## src/rtl/mem_access_unit_if.sv

```systemverilog
// Data-memory bus between the MEM stage (master) and the data memory (slave).
interface mem_access_unit_if;
   logic        dm_req_o;
   logic        dm_we_o;
   logic [31:0] dm_addr_o;
   logic [3:0]  dm_be_o;
   logic [31:0] dm_wdata_o;
   logic        dm_ack_i;
   logic [31:0] dm_rdata_i;

   modport master (output dm_req_o, dm_we_o, dm_addr_o, dm_be_o, dm_wdata_o,
                   input  dm_ack_i, dm_rdata_i);
   modport slave  (input  dm_req_o, dm_we_o, dm_addr_o, dm_be_o, dm_wdata_o,
                   output dm_ack_i, dm_rdata_i);
endinterface

```

## src/rtl/mem_access_unit.sv

```systemverilog
// MEM stage: drives the load/store handshake, aligns/extends load data and
// registers the MEM/WB result; stalls upstream while an access is in flight.
module mem_access_unit #(
   parameter int TIMEOUT = 255
) (
   input  logic                      clk,
   input  logic                      rst,
   input  logic [1:0]                mem_re_wr_i,
   input  logic [2:0]                mem_whb_i,
   input  logic [31:0]               alu_res_i,
   input  logic [31:0]               reg_val2_i,
   input  logic [31:0]               pc_add4_i,
   input  logic                      alu_res_pc4_i,
   input  logic                      reg_write_i,
   input  logic [4:0]                rd_addr_i,
   output logic                      stall_o,
   mem_access_unit_if.master         dm,
   output logic [31:0]               wb_data_o,
   output logic [4:0]                wb_rd_o,
   output logic                      wb_reg_write_o,
   output logic                      misalign_o,
   output logic                      timeout_o
);
   localparam int CW = (TIMEOUT < 2) ? 1 : $clog2(TIMEOUT + 1);

   typedef enum logic {IDLE, BUSY} state_t;
   state_t r_state, w_next;

   logic          r_req, r_we, r_wb_rw, r_misal, r_to;
   logic [31:0]   r_addr, r_wdata, r_wb_data;
   logic [3:0]    r_be;
   logic [4:0]    r_wb_rd;
   logic [CW-1:0] r_cnt;

   logic        w_load, w_store, w_memop, w_sz_b, w_sz_h, w_uns, w_misaligned;
   logic [1:0]  w_off;
   logic [3:0]  w_be;
   logic [31:0] w_wdata, w_sh, w_ld;
   logic        w_issue, w_misal, w_ack, w_abort, w_to_hit;

   assign w_load  = (mem_re_wr_i == 2'b01);
   assign w_store = (mem_re_wr_i == 2'b10);
   assign w_memop = w_load | w_store;
   assign w_off   = alu_res_i[1:0];
   // unlisted size codes fall through to word
   assign w_sz_b  = (mem_whb_i == 3'b000) || (mem_whb_i == 3'b100);
   assign w_sz_h  = (mem_whb_i == 3'b001) || (mem_whb_i == 3'b101);
   assign w_uns   = mem_whb_i[2];

   assign w_misaligned = w_sz_h ? w_off[0] : (!w_sz_b && (w_off != 2'b00));

   always_comb begin
      w_be    = 4'b1111;
      w_wdata = reg_val2_i;
      if (w_sz_b) begin
         w_be    = 4'b0001 << w_off;
         w_wdata = {4{reg_val2_i[7:0]}};
      end else if (w_sz_h) begin
         w_be    = w_off[1] ? 4'b1100 : 4'b0011;
         w_wdata = {2{reg_val2_i[15:0]}};
      end
   end

   assign w_sh = dm.dm_rdata_i >> {w_off, 3'b000};

   always_comb begin
      w_ld = w_sh;
      if (w_sz_b)      w_ld = {{24{w_sh[7]  & ~w_uns}}, w_sh[7:0]};
      else if (w_sz_h) w_ld = {{16{w_sh[15] & ~w_uns}}, w_sh[15:0]};
   end

   assign w_to_hit = (TIMEOUT != 0) && (r_cnt == CW'(TIMEOUT));

   always_ff @(posedge clk or posedge rst) begin
      if (rst) r_state <= IDLE;
      else     r_state <= w_next;
   end

   always_comb begin
      w_next  = r_state;
      w_issue = 1'b0;
      w_misal = 1'b0;
      w_ack   = 1'b0;
      w_abort = 1'b0;
      stall_o = 1'b0;
      case (r_state)
         IDLE: if (w_memop) begin
            if (w_misaligned) w_misal = 1'b1;
            else begin
               w_issue = 1'b1;
               stall_o = 1'b1;
               w_next  = BUSY;
            end
         end
         BUSY: begin
            // ack has priority over an expiring timeout
            if (dm.dm_ack_i) begin
               w_ack  = 1'b1;
               w_next = IDLE;
            end else if (w_to_hit) begin
               w_abort = 1'b1;
               w_next  = IDLE;
            end else stall_o = 1'b1;
         end
         default: w_next = IDLE;
      endcase
   end

   always_ff @(posedge clk or posedge rst) begin
      if (rst) begin
         r_req <= 1'b0; r_we <= 1'b0; r_addr <= '0; r_be <= '0; r_wdata <= '0;
         r_wb_data <= '0; r_wb_rd <= '0; r_wb_rw <= 1'b0;
         r_misal <= 1'b0; r_to <= 1'b0; r_cnt <= '0;
      end else begin
         r_misal <= w_misal;
         r_to    <= w_abort;
         if (w_issue) begin
            r_req   <= 1'b1;
            r_we    <= w_store;
            r_addr  <= {alu_res_i[31:2], 2'b00};
            r_be    <= w_be;
            r_wdata <= w_wdata;
            r_cnt   <= '0;
            r_wb_rw <= 1'b0;
         end else if (r_state == BUSY) begin
            if (w_ack || w_abort) r_req <= 1'b0;
            if (w_ack) begin
               r_wb_rd <= rd_addr_i;
               r_wb_rw <= reg_write_i & w_load;
               if (w_load) r_wb_data <= w_ld;
            end else begin
               r_wb_rw <= 1'b0;
               r_cnt   <= r_cnt + 1'b1;
            end
         end else if (w_misal) begin
            r_wb_rw <= 1'b0;
         end else begin
            r_wb_data <= alu_res_pc4_i ? pc_add4_i : alu_res_i;
            r_wb_rd   <= rd_addr_i;
            r_wb_rw   <= reg_write_i;
         end
      end
   end

   assign dm.dm_req_o     = r_req;
   assign dm.dm_we_o      = r_we;
   assign dm.dm_addr_o    = r_addr;
   assign dm.dm_be_o      = r_be;
   assign dm.dm_wdata_o   = r_wdata;
   assign wb_data_o       = r_wb_data;
   assign wb_rd_o         = r_wb_rd;
   assign wb_reg_write_o  = r_wb_rw;
   assign misalign_o      = r_misal;
   assign timeout_o       = r_to;
endmodule

```

## src/flat_wrapper.sv

```systemverilog
// flat-port wrapper written by rule: the top's interface ports become plain ports
module mem_access_unit_flat 
#(
   parameter int TIMEOUT = 255
)
  (clk, rst, mem_re_wr_i, mem_whb_i, alu_res_i, reg_val2_i, pc_add4_i, alu_res_pc4_i, reg_write_i, rd_addr_i, stall_o, wb_data_o, wb_rd_o, wb_reg_write_o, misalign_o, timeout_o, dm_dm_req_o, dm_dm_we_o, dm_dm_addr_o, dm_dm_be_o, dm_dm_wdata_o, dm_dm_ack_i, dm_dm_rdata_i);
  mem_access_unit_if dm_i ();
  input  logic clk;
  input  logic rst;
  input  logic [1:0] mem_re_wr_i;
  input  logic [2:0] mem_whb_i;
  input  logic [31:0] alu_res_i;
  input  logic [31:0] reg_val2_i;
  input  logic [31:0] pc_add4_i;
  input  logic alu_res_pc4_i;
  input  logic reg_write_i;
  input  logic [4:0] rd_addr_i;
  output logic stall_o;
  output logic [31:0] wb_data_o;
  output logic [4:0] wb_rd_o;
  output logic wb_reg_write_o;
  output logic misalign_o;
  output logic timeout_o;
  output wire logic [$bits(dm_i.dm_req_o)-1:0] dm_dm_req_o;
  output wire logic [$bits(dm_i.dm_we_o)-1:0] dm_dm_we_o;
  output wire logic [$bits(dm_i.dm_addr_o)-1:0] dm_dm_addr_o;
  output wire logic [$bits(dm_i.dm_be_o)-1:0] dm_dm_be_o;
  output wire logic [$bits(dm_i.dm_wdata_o)-1:0] dm_dm_wdata_o;
  input wire logic [$bits(dm_i.dm_ack_i)-1:0] dm_dm_ack_i;
  input wire logic [$bits(dm_i.dm_rdata_i)-1:0] dm_dm_rdata_i;
  assign dm_dm_req_o = dm_i.dm_req_o;
  assign dm_dm_we_o = dm_i.dm_we_o;
  assign dm_dm_addr_o = dm_i.dm_addr_o;
  assign dm_dm_be_o = dm_i.dm_be_o;
  assign dm_dm_wdata_o = dm_i.dm_wdata_o;
  assign dm_i.dm_ack_i = dm_dm_ack_i;
  assign dm_i.dm_rdata_i = dm_dm_rdata_i;
  mem_access_unit #(.TIMEOUT(TIMEOUT)) u_core (.clk(clk), .rst(rst), .mem_re_wr_i(mem_re_wr_i), .mem_whb_i(mem_whb_i), .alu_res_i(alu_res_i), .reg_val2_i(reg_val2_i), .pc_add4_i(pc_add4_i), .alu_res_pc4_i(alu_res_pc4_i), .reg_write_i(reg_write_i), .rd_addr_i(rd_addr_i), .stall_o(stall_o), .dm(dm_i), .wb_data_o(wb_data_o), .wb_rd_o(wb_rd_o), .wb_reg_write_o(wb_reg_write_o), .misalign_o(misalign_o), .timeout_o(timeout_o));
endmodule
```

## config.mk

```make
export PLATFORM = sky130hd
export DESIGN_NAME = mem_access_unit_flat
export DESIGN_NICKNAME = d
export VERILOG_FILES = /design/src/rtl/mem_access_unit_if.sv /design/src/rtl/mem_access_unit.sv /design/src/flat_wrapper.sv
export SDC_FILE = /design/constraint.sdc
export NUM_CORES = 1
export LEC_CHECK = 0
export CELL_PAD_IN_SITES_DETAIL_PLACEMENT = 0
export CELL_PAD_IN_SITES_GLOBAL_PLACEMENT = 1
export CORE_ASPECT_RATIO = 0.7
export CORE_MARGIN = 3
export CORE_UTILIZATION = 31
export DETAILED_ROUTE_END_ITERATION = 8
export GPL_ROUTABILITY_DRIVEN = 0
export HOLD_SLACK_MARGIN = 0.12
export PLACE_DENSITY = 0.85
export SLEW_MARGIN = 20
export SYNTH_ARGS = -nofsm -noshare
export SYNTH_HDL_FRONTEND = slang
export SYNTH_SLANG_ARGS = --single-unit
```

## constraint.sdc

```tcl
create_clock -name clk -period 4.3 [get_ports clk]
set_input_delay 0.645 -clock clk [delete_from_list [all_inputs] [get_ports clk]]
set_output_delay 0.645 -clock clk [all_outputs]
set_load 0.02 [all_outputs]
```

==> results.py <==
metrics = {
    "worst_setup_path": {
        "worstReg2RegEnd": "u_core.dm.dm_wdata_o[25]$_DFFE_PP0P_",
        "r2r-start": "u_core.r_state$_DFF_PP0_",
        "worst-path-max-fanout": 3,
        "worst-path-buf-inv": 3,
        "start_kind": "input pin",
        "crit_type": "in2out",
        "worst_ep_arrival_time_ns": 2.69,
        "cpMaxStageDelayCell": "clkdlybuf4s50_1",
        "rrSetupSlack_ns": 1.89,
        "cpMostUsedCell": "clkdlybuf4s50_1",
        "cp.required_ns": 3.65,
        "crit_chain": "clkdlybuf4s50_1 > inv_1 > ha_1 > nor2_1 > nand3_4 > o21ai_0 > clkdlybuf4s50_1",
        "critical_path.endpoint_type": "primary output",
        "reg2regPathDepth": 4,
        "crit_cells": 7,
        "crit_family": "buffers and inverters",
        "max_stage_delay_ns": 0.70,
    },
    "final_layout": {
        "final-instance-count-excl-fill": 1114,
        "drive_gt1_share_pct": 7.86,
        "final_util_pct": 50.3,
        "synthToLayoutAreaGrowth_pct": 55.7,
        "n_antenna_cell": 0,
        "nNetsFinal": 1012,
        "nFillCells": 1708,
    },
    "logic_synthesis": {
        "synth_edf_count": 0,
        "async_flop_share_pct": 100,
        "yosysUniqueCellTypes": 42,
        "syn_area_um2": 5950,
        "synthTopCellsByCount": "nand2_1, dfrtp_1, mux2i_1",
        "yosysMostFrequentCell": "nand2_1",
        "ys_ff_latch": 117,
        "ys_warn_count": 0,
        "yosysTopAreaCell": "dfrtp_1",
        "synth-seq-area-share_pct": 49.2,
        "syn_area_per_cell_um2": 9.42,
        "synth_cells": 632,
        "synth_ff_type": "dfrtp_1",
        "synth_top_area_share_pct": 49.2,
        "synthTopCellsByArea": "dfrtp_1, nand2_1, mux2i_1",
    },
    "power_and_ir_drop": {
        "switching_share_pct": 33.4,
        "p_switching_mw": 1.65,
        "leakagePower_nw": 4.10,
        "p_int_mw": 3.29,
        "clkPwrFrac_pct": 31.3,
        "ir_drop_mv": 0.205,
        "p_seq_share_pct": 32.6,
        "power_frac_comb_pct": 36.2,
        "power.density_nw_per_um2": 533,
    },
    "timing": {
        "min_period_ns": 3.33,
        "fmax_mhz": 300,
        "setup_viol": 0,
        "finClkSkew_ns": 0.00965,
        "rsz0062_at_grt": "no",
        "worst_hold_slack_ns": 0.471,
        "finalHoldViolations": 0,
        "fin_crit_sh_pct": 77.5,
        "relSlewSlack_pct": 26.8,
        "slew_violations": 0,
        "fin_setup_tns_ns": 0,
        "tightestPinTransition_ns": 1.10,
    },
    "global_route": {
        "met1_usage_pct": 26.7,
        "overflow": 0,
        "grt_antenna_before_repair": 0,
        "grt_pass1_wl_um": 32500,
        "grt_pass1_vias": 5497,
        "grt-busiest-layer": "met2",
        "use_met2_pct": 32.6,
        "grt_max_degree": 106,
        "grt_use_met3_pct": 8.21,
        "groute.usage.overall_pct": 20.6,
    },
    "drt": {
        "wl_um": 21700,
        "drc": 0,
        "firstDrtPassIters": 4,
        "post_drt_wl_per_cell_um": 19.4,
        "dr_total_vias": 5504,
        "ant_nets": 0,
        "routed_via_density": 4.94,
        "drtIter0Drc": 234,
    },
    "flow_run": {
        "drv_cap": 0,
    },
    "clock_network": {
        "cts_sinks": 117,
        "clk_latency_ns": 0.41,
        "cts_buffers": 17,
        "ctsResizeCount": 0,
        "postCtsSetupRepairBufs": 0,
        "cts_tree": "yes",
        "cts-root-buf": "clkbuf_16",
        "clockBufferDepth": 2,
        "path_clk_slew_ns": 0.05,
        "cts_hold_buf": 0,
        "htreeDepth": 4,
    },
    "floorplanning": {
        "die_width_um": 172,
        "die_y_um": 122,
        "initial_core_util_pct": 32.3,
        "io_pins": 254,
        "die_area_um2": 20900,
        "num_rows": 41,
        "coreArea_um2": 18400,
    },
    "worst_hold_path": {
        "hold_path_class": "reg2reg",
        "whs_endpoint": "u_core.dm.dm_addr_o[30]$_DFFE_PP0P_",
        "worstHoldStart": "u_core.dm.dm_addr_o[30]$_DFFE_PP0P_",
        "hold_depth": 2,
    },
    "placed_design": {
        "hpwl_um": 15600,
        "post-place-cells": 1083,
        "portBuffers": 251,
    },
    "outcome": {
        "status": "finished clean",
    },
}
## worst max-delay path by stage
stage	start	to	slack, ns
floorplan	rst	u_core.dm.dm_addr_o[10]$_DFFE_PP0P_	0.55
global placement	mem_re_wr_i[0]	stall_o	1.00
detailed placement	mem_re_wr_i[0]	stall_o	0.96
CTS	mem_re_wr_i[0]	stall_o	0.96
global route	mem_re_wr_i[0]	stall_o	0.89
finish	mem_re_wr_i[0]	stall_o	0.97
## state kept, by name (all words and copies together), names as in the netlist
signal                 cells
u_core.r_state             1
u_core.dm.dm_be_o          4
u_core.dm.dm_addr_o       30
u_core.wb_reg_write_o      1
u_core.dm.dm_wdata_o      32
u_core.wb_rd_o             5
u_core.misalign_o          1
u_core.timeout_o           1
u_core.dm.dm_req_o         1
u_core.r_cnt               8
u_core.wb_data_o          32
u_core.dm.dm_we_o          1
## worst reg2reg max path, delay by kind of cell, from the launching register on
kind | cells | cell delay (ns)
DFF | 1 | 0.81
buffers and inverters | 1 | 0.75
and+or+nand+nor | 2 | 0.35
AOI/OAI and AO/OA | 1 | 0.32
## final cells by class
type / count / area, um2 / area share (%)
Clock buffer: 23 / 488 / 5.27
Clock inverter: 8 / 146 / 1.58
Inverter: 5 / 26.3 / 0.284
Multi-Input combinational cell: 463 / 2800 / 30.2
Sequential cell: 117 / 2930 / 31.6
Tap cell: 236 / 295 / 3.19
Timing Repair Buffer: 262 / 2580 / 27.9
## through the flow
stage	power [mW]	area [um2]	setup slack, ns
after floorplan	2.45	5960	0.554
after global placement	3.40	8630	1.00
after detailed placement	3.42	8630	0.965
after CTS	5.00	9270	0.961
after global routing	5.20	9270	0.888
final	4.94	9270	0.969
## metal layers
metal / routed length [um] / share of wire, %
met1: 9760 / 45
met5: 0 / 0
met4: 186 / 0.86
met2: 9670 / 45
met3: 2040 / 9.4
## power groups by stage
stage	combinational [mW]	clock [mW]	sequential, mW
after floorplan	0.475	0	1.98
after global placement	1.79	0	1.61
after detailed placement	1.80	0	1.62
after CTS	1.81	1.58	1.61
after global routing	1.93	1.63	1.65
final	1.79	1.55	1.61
## layout by cell type (no fill, tap or decap), types with 2 or more instances in the layout
cell             Yosys  routed
a2111oi_0            8       8
a211oi_1            10      10
a21oi_1             12      12
a221oi_1            16      16
and2_1               3       3
and3_1               5       4
buf_2               10       2
buf_4                5      11
bufinv_16            0       4
clkbuf_1            27       2
clkbuf_16            0      17
clkbuf_8             0       4
clkdlybuf4s50_1      0     249
clkinv_2             0       2
conb_1               1       2
dfrtp_1            117     117
ha_1                 3       3
inv_1                5       4
mux2_2              13      13
mux2i_1             56      56
mux4_2               7       7
nand2_1            187     187
nand2b_1             5       5
nand3_1              4       3
nand4_1              5       5
nor2_1              41      41
nor2b_1             13      12
o21ai_0             46      46
o22ai_1              2       2
o2bb2ai_1            7       7
xor2_1               4       4
## cell families (layout without fill, tap and decap cells)
| kind of cell | Yosys count | count (layout) | share of synthesized area [%] |
|---|---|---|---|
| simple gates | 268 | 268 | 18.5 |
| flops | 117 | 117 | 49.2 |
| compound gates | 109 | 109 | 12.1 |
| mux | 77 | 77 | 14.8 |
| buf+inv | 53 | 298 | 4.12 |
| xor+xnor | 4 | 4 | 0.589 |
| fa+ha+maj | 3 | 3 | 0.631 |
| other cells | 1 | 2 | 0.0630 |
No activity file was read; power rests on OpenSTA's default activity.
